[src/rtl/ads8684_scan_ctrl.sv]
// SPI master and scan sequencer for one ADS8684: commands each enabled channel in
// ascending order, then a trailing no-op frame to flush the ADC's one-frame pipeline.
module ads8684_scan_ctrl #(
    parameter int SCLK_DIV = 4,
    parameter int CSN_HIGH = 3
) (
    input  logic        clk,
    input  logic        rst_n,
    input  logic        trig_i,
    input  logic [3:0]  chan_mask_i,
    output logic        busy_o,
    output logic        overrun_o,
    output logic        csn_o,
    output logic        sclk_o,
    output logic        sdi_o,
    input  logic        sdo_i,
    output logic [15:0] data_o,
    output logic [1:0]  data_ch_o,
    output logic        data_valid_o
);
    localparam int CMAX = (SCLK_DIV > CSN_HIGH) ? SCLK_DIV : CSN_HIGH;
    localparam int CW   = (CMAX > 1) ? $clog2(CMAX) : 1;
    localparam logic [CW-1:0] HALF_END = CW'(SCLK_DIV - 1);
    localparam logic [CW-1:0] GAP_END  = CW'(CSN_HIGH - 1);

    typedef enum logic [2:0] {IDLE, LEAD, SHIFT, TRAIL, GAP} state_t;

    state_t        state_q, state_d;
    logic [CW-1:0] cnt_q, cnt_d;
    logic [4:0]    bit_q, bit_d;
    logic [3:0]    pend_q, pend_d;
    logic [31:0]   tx_q, tx_d;
    // Only the low half of each received word carries the result, and after 32
    // shifts a 16-bit register holds exactly those bits.
    logic [15:0]   rx_q, rx_d;
    logic [1:0]    cmd_ch_q, cmd_ch_d, prev_ch_q, prev_ch_d;
    logic          have_prev_q, have_prev_d, noop_q, noop_d;
    logic          csn_q, csn_d, sclk_q, sclk_d, sdi_q, sdi_d;
    logic          busy_q, busy_d, ovr_q, ovr_d, dv_q, dv_d;
    logic [15:0]   data_q, data_d;
    logic [1:0]    data_ch_q, data_ch_d;

    logic [3:0]    src;
    logic [1:0]    nxt_ch;
    logic [31:0]   nxt_word;
    logic          start;

    // Next frame comes from the lowest still-pending channel; none left means no-op.
    always_comb begin
        src    = (state_q == IDLE) ? chan_mask_i : pend_q;
        nxt_ch = 2'd0;
        for (int i = 3; i >= 0; i--)
            if (src[i]) nxt_ch = 2'(i);
        nxt_word = (src != 4'b0) ? {16'hC000 | (16'(nxt_ch) << 10), 16'h0000} : 32'h0;
    end

    always_comb begin
        state_d     = state_q;
        cnt_d       = cnt_q;
        bit_d       = bit_q;
        pend_d      = pend_q;
        tx_d        = tx_q;
        rx_d        = rx_q;
        cmd_ch_d    = cmd_ch_q;
        prev_ch_d   = prev_ch_q;
        have_prev_d = have_prev_q;
        noop_d      = noop_q;
        csn_d       = csn_q;
        sclk_d      = sclk_q;
        sdi_d       = sdi_q;
        busy_d      = busy_q;
        data_d      = data_q;
        data_ch_d   = data_ch_q;
        dv_d        = 1'b0;
        ovr_d       = trig_i && (state_q != IDLE);
        start       = 1'b0;

        case (state_q)
            IDLE: begin
                if (trig_i && chan_mask_i != 4'b0) begin
                    start  = 1'b1;
                    busy_d = 1'b1;
                end
            end
            LEAD: begin
                if (cnt_q == HALF_END) begin
                    cnt_d   = '0;
                    bit_d   = 5'd0;
                    state_d = SHIFT;
                end else cnt_d = cnt_q + 1'b1;
            end
            SHIFT: begin
                if (cnt_q == HALF_END) begin
                    cnt_d = '0;
                    if (!sclk_q) begin
                        sclk_d = 1'b1;
                        rx_d   = {rx_q[14:0], sdo_i};
                    end else begin
                        sclk_d = 1'b0;
                        if (bit_q == 5'd31) state_d = TRAIL;
                        else begin
                            bit_d = bit_q + 5'd1;
                            tx_d  = {tx_q[30:0], 1'b0};
                            sdi_d = tx_q[30];
                        end
                    end
                end else cnt_d = cnt_q + 1'b1;
            end
            TRAIL: begin
                if (cnt_q == HALF_END) begin
                    cnt_d   = '0;
                    csn_d   = 1'b1;
                    sdi_d   = 1'b0;
                    state_d = GAP;
                end else cnt_d = cnt_q + 1'b1;
            end
            GAP: begin
                // Data read in this frame answers the command of the previous frame.
                if (cnt_q == '0 && have_prev_q) begin
                    dv_d      = 1'b1;
                    data_d    = rx_q;
                    data_ch_d = prev_ch_q;
                end
                if (cnt_q == GAP_END) begin
                    if (noop_q) begin
                        state_d = IDLE;
                        busy_d  = 1'b0;
                    end else start = 1'b1;
                end else cnt_d = cnt_q + 1'b1;
            end
            default: state_d = IDLE;
        endcase

        if (start) begin
            state_d     = LEAD;
            cnt_d       = '0;
            csn_d       = 1'b0;
            sclk_d      = 1'b0;
            tx_d        = nxt_word;
            sdi_d       = nxt_word[31];
            pend_d      = src & ~(4'b0001 << nxt_ch);
            noop_d      = (src == 4'b0);
            prev_ch_d   = cmd_ch_q;
            cmd_ch_d    = nxt_ch;
            have_prev_d = (state_q != IDLE);
        end
    end

    always_ff @(posedge clk or negedge rst_n) begin
        if (!rst_n) begin
            state_q     <= IDLE;
            cnt_q       <= '0;
            bit_q       <= 5'd0;
            pend_q      <= 4'b0;
            tx_q        <= 32'h0;
            rx_q        <= 16'h0;
            cmd_ch_q    <= 2'd0;
            prev_ch_q   <= 2'd0;
            have_prev_q <= 1'b0;
            noop_q      <= 1'b0;
            csn_q       <= 1'b1;
            sclk_q      <= 1'b0;
            sdi_q       <= 1'b0;
            busy_q      <= 1'b0;
            ovr_q       <= 1'b0;
            dv_q        <= 1'b0;
            data_q      <= 16'h0;
            data_ch_q   <= 2'd0;
        end else begin
            state_q     <= state_d;
            cnt_q       <= cnt_d;
            bit_q       <= bit_d;
            pend_q      <= pend_d;
            tx_q        <= tx_d;
            rx_q        <= rx_d;
            cmd_ch_q    <= cmd_ch_d;
            prev_ch_q   <= prev_ch_d;
            have_prev_q <= have_prev_d;
            noop_q      <= noop_d;
            csn_q       <= csn_d;
            sclk_q      <= sclk_d;
            sdi_q       <= sdi_d;
            busy_q      <= busy_d;
            ovr_q       <= ovr_d;
            dv_q        <= dv_d;
            data_q      <= data_d;
            data_ch_q   <= data_ch_d;
        end
    end

    assign busy_o       = busy_q;
    assign overrun_o    = ovr_q;
    assign csn_o        = csn_q;
    assign sclk_o       = sclk_q;
    assign sdi_o        = sdi_q;
    assign data_o       = data_q;
    assign data_ch_o    = data_ch_q;
    assign data_valid_o = dv_q;
endmodule
[config.mk]
export PLATFORM = sky130hd
export DESIGN_NAME = ads8684_scan_ctrl
export DESIGN_NICKNAME = d
export VERILOG_FILES = /design/src/rtl/ads8684_scan_ctrl.sv
export SDC_FILE = /design/constraint.sdc
export NUM_CORES = 1
export LEC_CHECK = 0
export ABC_AREA = 1
export CORE_MARGIN = 4
export CORE_UTILIZATION = 55
export CTS_CLUSTER_DIAMETER = 100
export DETAILED_ROUTE_END_ITERATION = 8
export PLACE_DENSITY = 0.78
export SETUP_SLACK_MARGIN = 0.2
export SKIP_CTS_REPAIR_TIMING = 1
export SLEW_MARGIN = 20
export SYNTH_ARGS = -nofsm -noshare
export SYNTH_HDL_FRONTEND = slang
export SYNTH_SLANG_ARGS = --single-unit
[constraint.sdc]
create_clock -name clk -period 2.83 [get_ports clk]
set_input_delay 0.283 -clock clk [delete_from_list [all_inputs] [get_ports clk]]
set_output_delay 0.283 -clock clk [all_outputs]
set_load 0.01 [all_outputs]
==> results.yml, run 1 <==
cts:
  cts_buffers: 9
  clk_latency_ns: 0.35
  htree_levels: 3
  root_buffer: "clkbuf_8"
  cts.clk_slew.worst_paths_ns: 0.07
  clock_path_buffers: 2
  tritoncts: "yes"
  clock-sinks: 65
worst_setup_path:
  path_delay_family: "simple AND/OR/NAND/NOR gates"
  cp_max_fo: 36
  reg2reg_from: "state_q[1]"
  crit_type: "flop to flop"
  path_buf_inv: 2
  timing.rr.end: "data_o[11]"
  reg2reg_depth: 6
  cp_cell_sequence: "nor2_2 > buf_4 > nand2_1 > inv_2 > nand3_2 > o21ai_0"
  worstSetupStartpointType: "flop"
  cpPeakStageDelay_ns: 0.46
  crit_path_end_kind: "flop"
  slowest_stage: "nand3_2"
  worstPathArrival_ns: 2.17
  reg2reg_slack_ns: 0.90
  required_ns: 3.07
route:
  dr.pass1.iters: 6
  vias: 2293
  wire_per_inst_um: 13.1
  drt_wl_total_um: 5980
  drc: 0
  drtIter0Drc: 216
  ant_nets: 0
  routed_via_density: 5.04
timing:
  fin_tns_setup_ns: 0
  min_period_ns: 1.93
  tightest_slew_ns: 0.799
  setup_slack_ns: 0.897
  slew_headroom: 0.467
  fin_crit_sh: 0.683
  final_hold_viol_count: 0
  rsz0062_at_grt: "false"
  fmaxAchievable_mhz: 517
  finalSetupViolCount: 0
  finalClockSkew_ns: 0.00961
  drv_slew: 0
outcome:
  status: "finished, final reports clean"
cells_and_area:
  antenna_cells: 0
  syn_to_final_growth_pct: 17.0
  fin_area_mm2: 0.00349
  layout-drive-gt1-share: 0.104
  nets: 394
synth:
  ys_ff_latch: 65
  synth_warnings: 0
  ys.flop_type: "dfrtp_1"
  synthDistinctLibCells: 34
  synthesis.nets: 360
  syn_area_per_cell_um2: 8.61
  yosysTopAreaCell: "dfrtp_1"
  synth_edf_count: 0
  synthCells: 347
  ys_seq_area_frac: 0.545
  synth_top_area_share: 0.536
  ys_top_cells_by_count: "103 x nand2_1, 64 x dfrtp_1, 43 x o21ai_0"
  syn_area_mm2: 0.00299
  synthArstFlopShare: 1.00
  synthTopCellsByArea: "dfrtp_1 54%, nand2_1 13%, o21ai_0 7.2%"
  yosysMostFrequentCell: "nand2_1"
pwr:
  power.leakage_nw: 1.70
  power.density_mw_per_mm2: 812
  p_total_mw: 2.84
  ir_drop_mv: 0.490
floorplanning:
  die_y_um: 81.7
  die-area_mm2: 0.00667
  rows: 26
  num_io_pins: 32
  die-width_um: 81.7
  start_util: 0.577
  core-area_mm2: 0.00517
global_route:
  grt_pass1_wl_um: 10300
  grt_pass1_vias: 2304
  grt_max_degree: 66
  grt.total_usage: 0.209
  antenna_found_initial: 0
  grt_overflow_total: 0
worst_hold_path:
  min-delay-path-class: "input port to asynchronous set/reset pin"
place:
  hpwlAfterDp_um: 4150
  place_ws_ns: 0.863
  place.gp.congestion: 0.867
  place_area_mm2: 0.00332
  placement.io_buffers: 31
flow_run:
  max_cap_violations: 0
how the worst max path moves through the flow:
stage / slack [ns] / start / end / cells past startpoint
final: 0.90 / state_q[1] / data_o[11] / 6
after global routing: 0.58 / state_q[1] / data_o[11] / 6
after CTS: 0.84 / state_q[1] / data_o[11] / 6
after detailed placement: 0.86 / state_q[1] / data_o[11] / 6
after global placement: 0.98 / chan_mask_i[3] / tx_q[27] / 9
after floorplan: 1.33 / bit_q[0] / tx_q[28] / 10
worst reg2reg max path, stage by stage, from the launching register on:
cell and delay (ns):
dfrtp_1 0.45, nor2_2 0.12, buf_4 0.20, nand2_1 0.10, inv_2 0.09, nand3_2 0.47
o21ai_0 0.40
routing by layer:
| layer | track usage | vias to the layer above | part of all wire |
|---|---|---|---|
| met5 | 0 | - | 0 |
| met2 | 0.331 | 46 | 0.47 |
| met3 | 0.0559 | 8 | 0.053 |
| li1 | - | 1172 | - |
| met4 | 0.106 | 0 | 0.014 |
| met1 | 0.263 | 1067 | 0.47 |
layout by cell type, fill, tap and decap left out, drive strengths merged, types with 2 or more instances in the layout:
cell type / netlist / routed
a21boi: 2 / 2
a21oi: 7 / 7
buf: 6 / 3
clkbuf: 4 / 10
clkdlybuf4s50: 0 / 30
clkinv: 1 / 3
clkinvlp: 0 / 3
dfrtp: 64 / 64
ha: 5 / 5
inv: 44 / 44
nand2: 107 / 107
nand3: 17 / 17
nand3b: 3 / 3
nand4: 5 / 5
nor2: 26 / 26
o21ai: 48 / 48
power breakdown:
part / internal, mW / switching, mW / leakage (nW)
clock: 0.333 / 0.354 / 0.0802
combinational: 0.325 / 0.626 / 0.745
sequential: 1.09 / 0.109 / 0.871
total: 1.75 / 1.09 / 1.70
cell families after synthesis:
kind of cell,after synthesis,share of synthesized area
AO/OA/AOI/OAI,61,0.111
XOR/XNOR,1,0.00293
adder cells (fa/ha/maj),5,0.0209
buffers and inverters,55,0.0804
flip-flops,65,0.545
AND/OR/NAND/NOR,160,0.240
metrics by stage:
step,utilization,hold WS [ns],cells
2_1_floorplan,-,-0.0126,347
4_1_cts,0.675,0.127,455
3_5_place_dp,0.642,0.458,440
5_1_grt,0.675,0.157,455
6_report,0.675,0.0792,455
3_3_place_gp,0.642,0.454,440
layout make-up:
| class | count | area (µm²) |
|---|---|---|
| clock buffer | 10 | 138 |
| timing repair buffer | 33 | 320 |
| sequential | 65 | 1630 |
| multi-input combinational | 227 | 1120 |
| tap | 70 | 87.6 |
| clock inverter | 5 | 32.5 |
| fill | 412 | 1680 |
| inverter | 45 | 169 |
flip-flops by register name (all words and copies together) (netlist names), 2 cells and up:
register / flops
prev_ch_q: 2
pend_q: 4
data_ch_o: 2
cnt_q: 2
bit_q: 5
state_q: 3
cmd_ch_q: 2
data_o: 16
tx_q: 5
rx_q: 16
(Power assumes the default switching activity.)
==> inputs of run 2 (changes only) <==
Clock period 2.83 ns to 1.95 ns, I/O delays scaled along.
==> results.yml, run 2 (synthesized netlist as in run 1, its figures left out) <==
cts:
  tritoncts: "yes"
  clk_latency_ns: 0.34
  cts.clk_slew.worst_paths_ns: 0.07
  clock-sinks: 65
  root_buffer: "clkbuf_8"
  clock_path_buffers: 2
  htree_levels: 3
  cts_buffers: 9
route:
  wire_per_inst_um: 13.0
  dr.pass1.iters: 4
  drtIter0Drc: 171
  ant_nets: 0
  routed_via_density: 5.07
  vias: 2342
  drt_wl_total_um: 6020
  drc: 0
global_route:
  grt_max_degree: 66
  grt_overflow_total: 0
  grt_pass1_wl_um: 10200
  grt_pass1_vias: 2190
  grt.total_usage: 0.203
  antenna_found_initial: 0
timing:
  min_period_ns: 1.61
  tightest_slew_ns: 0.338
  rsz0062_at_grt: "false"
  fin_hold_ws_ns: 0.396
  slew_headroom: 0.774
  drv_slew: 0
  finalClockSkew_ns: 0.0104
  fin_crit_sh: 0.824
  fmaxAchievable_mhz: 622
  finalSetupViolCount: 0
  fin_tns_setup_ns: 0
  final_hold_viol_count: 0
place:
  hpwlAfterDp_um: 3980
  placement.io_buffers: 31
  place.gp.congestion: 0.946
worst_setup_path:
  crit_path_end_kind: "flop"
  required_ns: 2.22
  worstSetupStartpointType: "flop"
  reg2reg_slack_ns: 0.34
  timing.rr.end: "tx_q[27]"
  reg2reg_depth: 8
  cp_max_fo: 9
  crit_type: "flop to flop"
  reg2reg_from: "state_q[1]"
  worstPathArrival_ns: 1.87
pwr:
  ir_drop_mv: 0.670
  power.density_mw_per_mm2: 1200
  power.leakage_nw: 1.77
  p_total_mw: 4.38
floorplanning:
  core-area_mm2: 0.00517
  start_util: 0.577
  num_io_pins: 32
  rows: 26
  die-area_mm2: 0.00667
  die-width_um: 81.7
  die_y_um: 81.7
cells_and_area:
  nets: 400
  layout-drive-gt1-share: 0.135
  syn_to_final_growth_pct: 21.8
  antenna_cells: 0
  final_common_cell: "nand2_1"
  layout_common_cells: "102 x nand2_1, 64 x dfrtp_1, 41 x o21ai_0, 39 x inv_1, 30 x clkdlybuf4s50_1"
outcome:
  status: "finished, final reports clean"
worst_hold_path:
  min-delay-path-class: "input port to asynchronous set/reset pin"
flow_run:
  max_cap_violations: 0
[run 2: layer usage]
layer / vias to the layer above / track usage / wire length, µm
met5: - / 0 / 0
met4: 0 / 0.103 / 100
met3: 10 / 0.0417 / 318
met2: 61 / 0.315 / 2870
met1: 1087 / 0.271 / 2730
li1: 1184 / - / -
[run 2: layout make-up]
type	instances	area [µm²]
Clock inverter	4	51.3
Clock buffer	12	155
Sequential cell	65	1630
Timing Repair Buffer	39	380
Multi-Input combinational cell	227	1160
Fill cell	386	1540
Tap cell	70	87.6
Inverter	45	171
[run 2: worst max path at each step]
stage	from	to	slack (ns)	depth (start not counted)
floorplan	bit_q[0]	tx_q[28]	0.45	10
global placement	chan_mask_i[3]	pend_q[3]	0.30	9
detailed placement	state_q[2]	rx_q[2]	0.22	5
CTS	state_q[2]	rx_q[14]	0.20	5
global route	state_q[0]	tx_q[28]	0.19	8
finish	state_q[1]	tx_q[27]	0.34	8
[run 2: stage by stage]
| step | std cells | setup WS [ns] | area [µm²] | utilization |
|---|---|---|---|---|
| global placement | 442 | 0.301 | 3350 | 0.648 |
| finish | 462 | 0.342 | 3640 | 0.703 |
| CTS | 458 | 0.199 | 3560 | 0.688 |
| global route | 462 | 0.195 | 3640 | 0.703 |
| floorplan | 347 | 0.447 | 2990 | - |
| detailed placement | 442 | 0.223 | 3350 | 0.648 |
[run 2: power by group]
group | internal (mW) | total (mW) | switching (mW)
combinational | 0.521 | 1.48 | 0.956
sequential | 1.58 | 1.74 | 0.160
clock | 0.661 | 1.16 | 0.501
total | 2.76 | 4.38 | 1.62
[run 2: critical path: stages, from the launching register on]
cell and delay (ns):
dfrtp_1 0.46, nor2_4 0.18, buf_4 0.19, nand2_4 0.10, nand2_1 0.07, nand2_1 0.05, nor2_1 0.19, nand3_1 0.16
a21oi_2 0.14
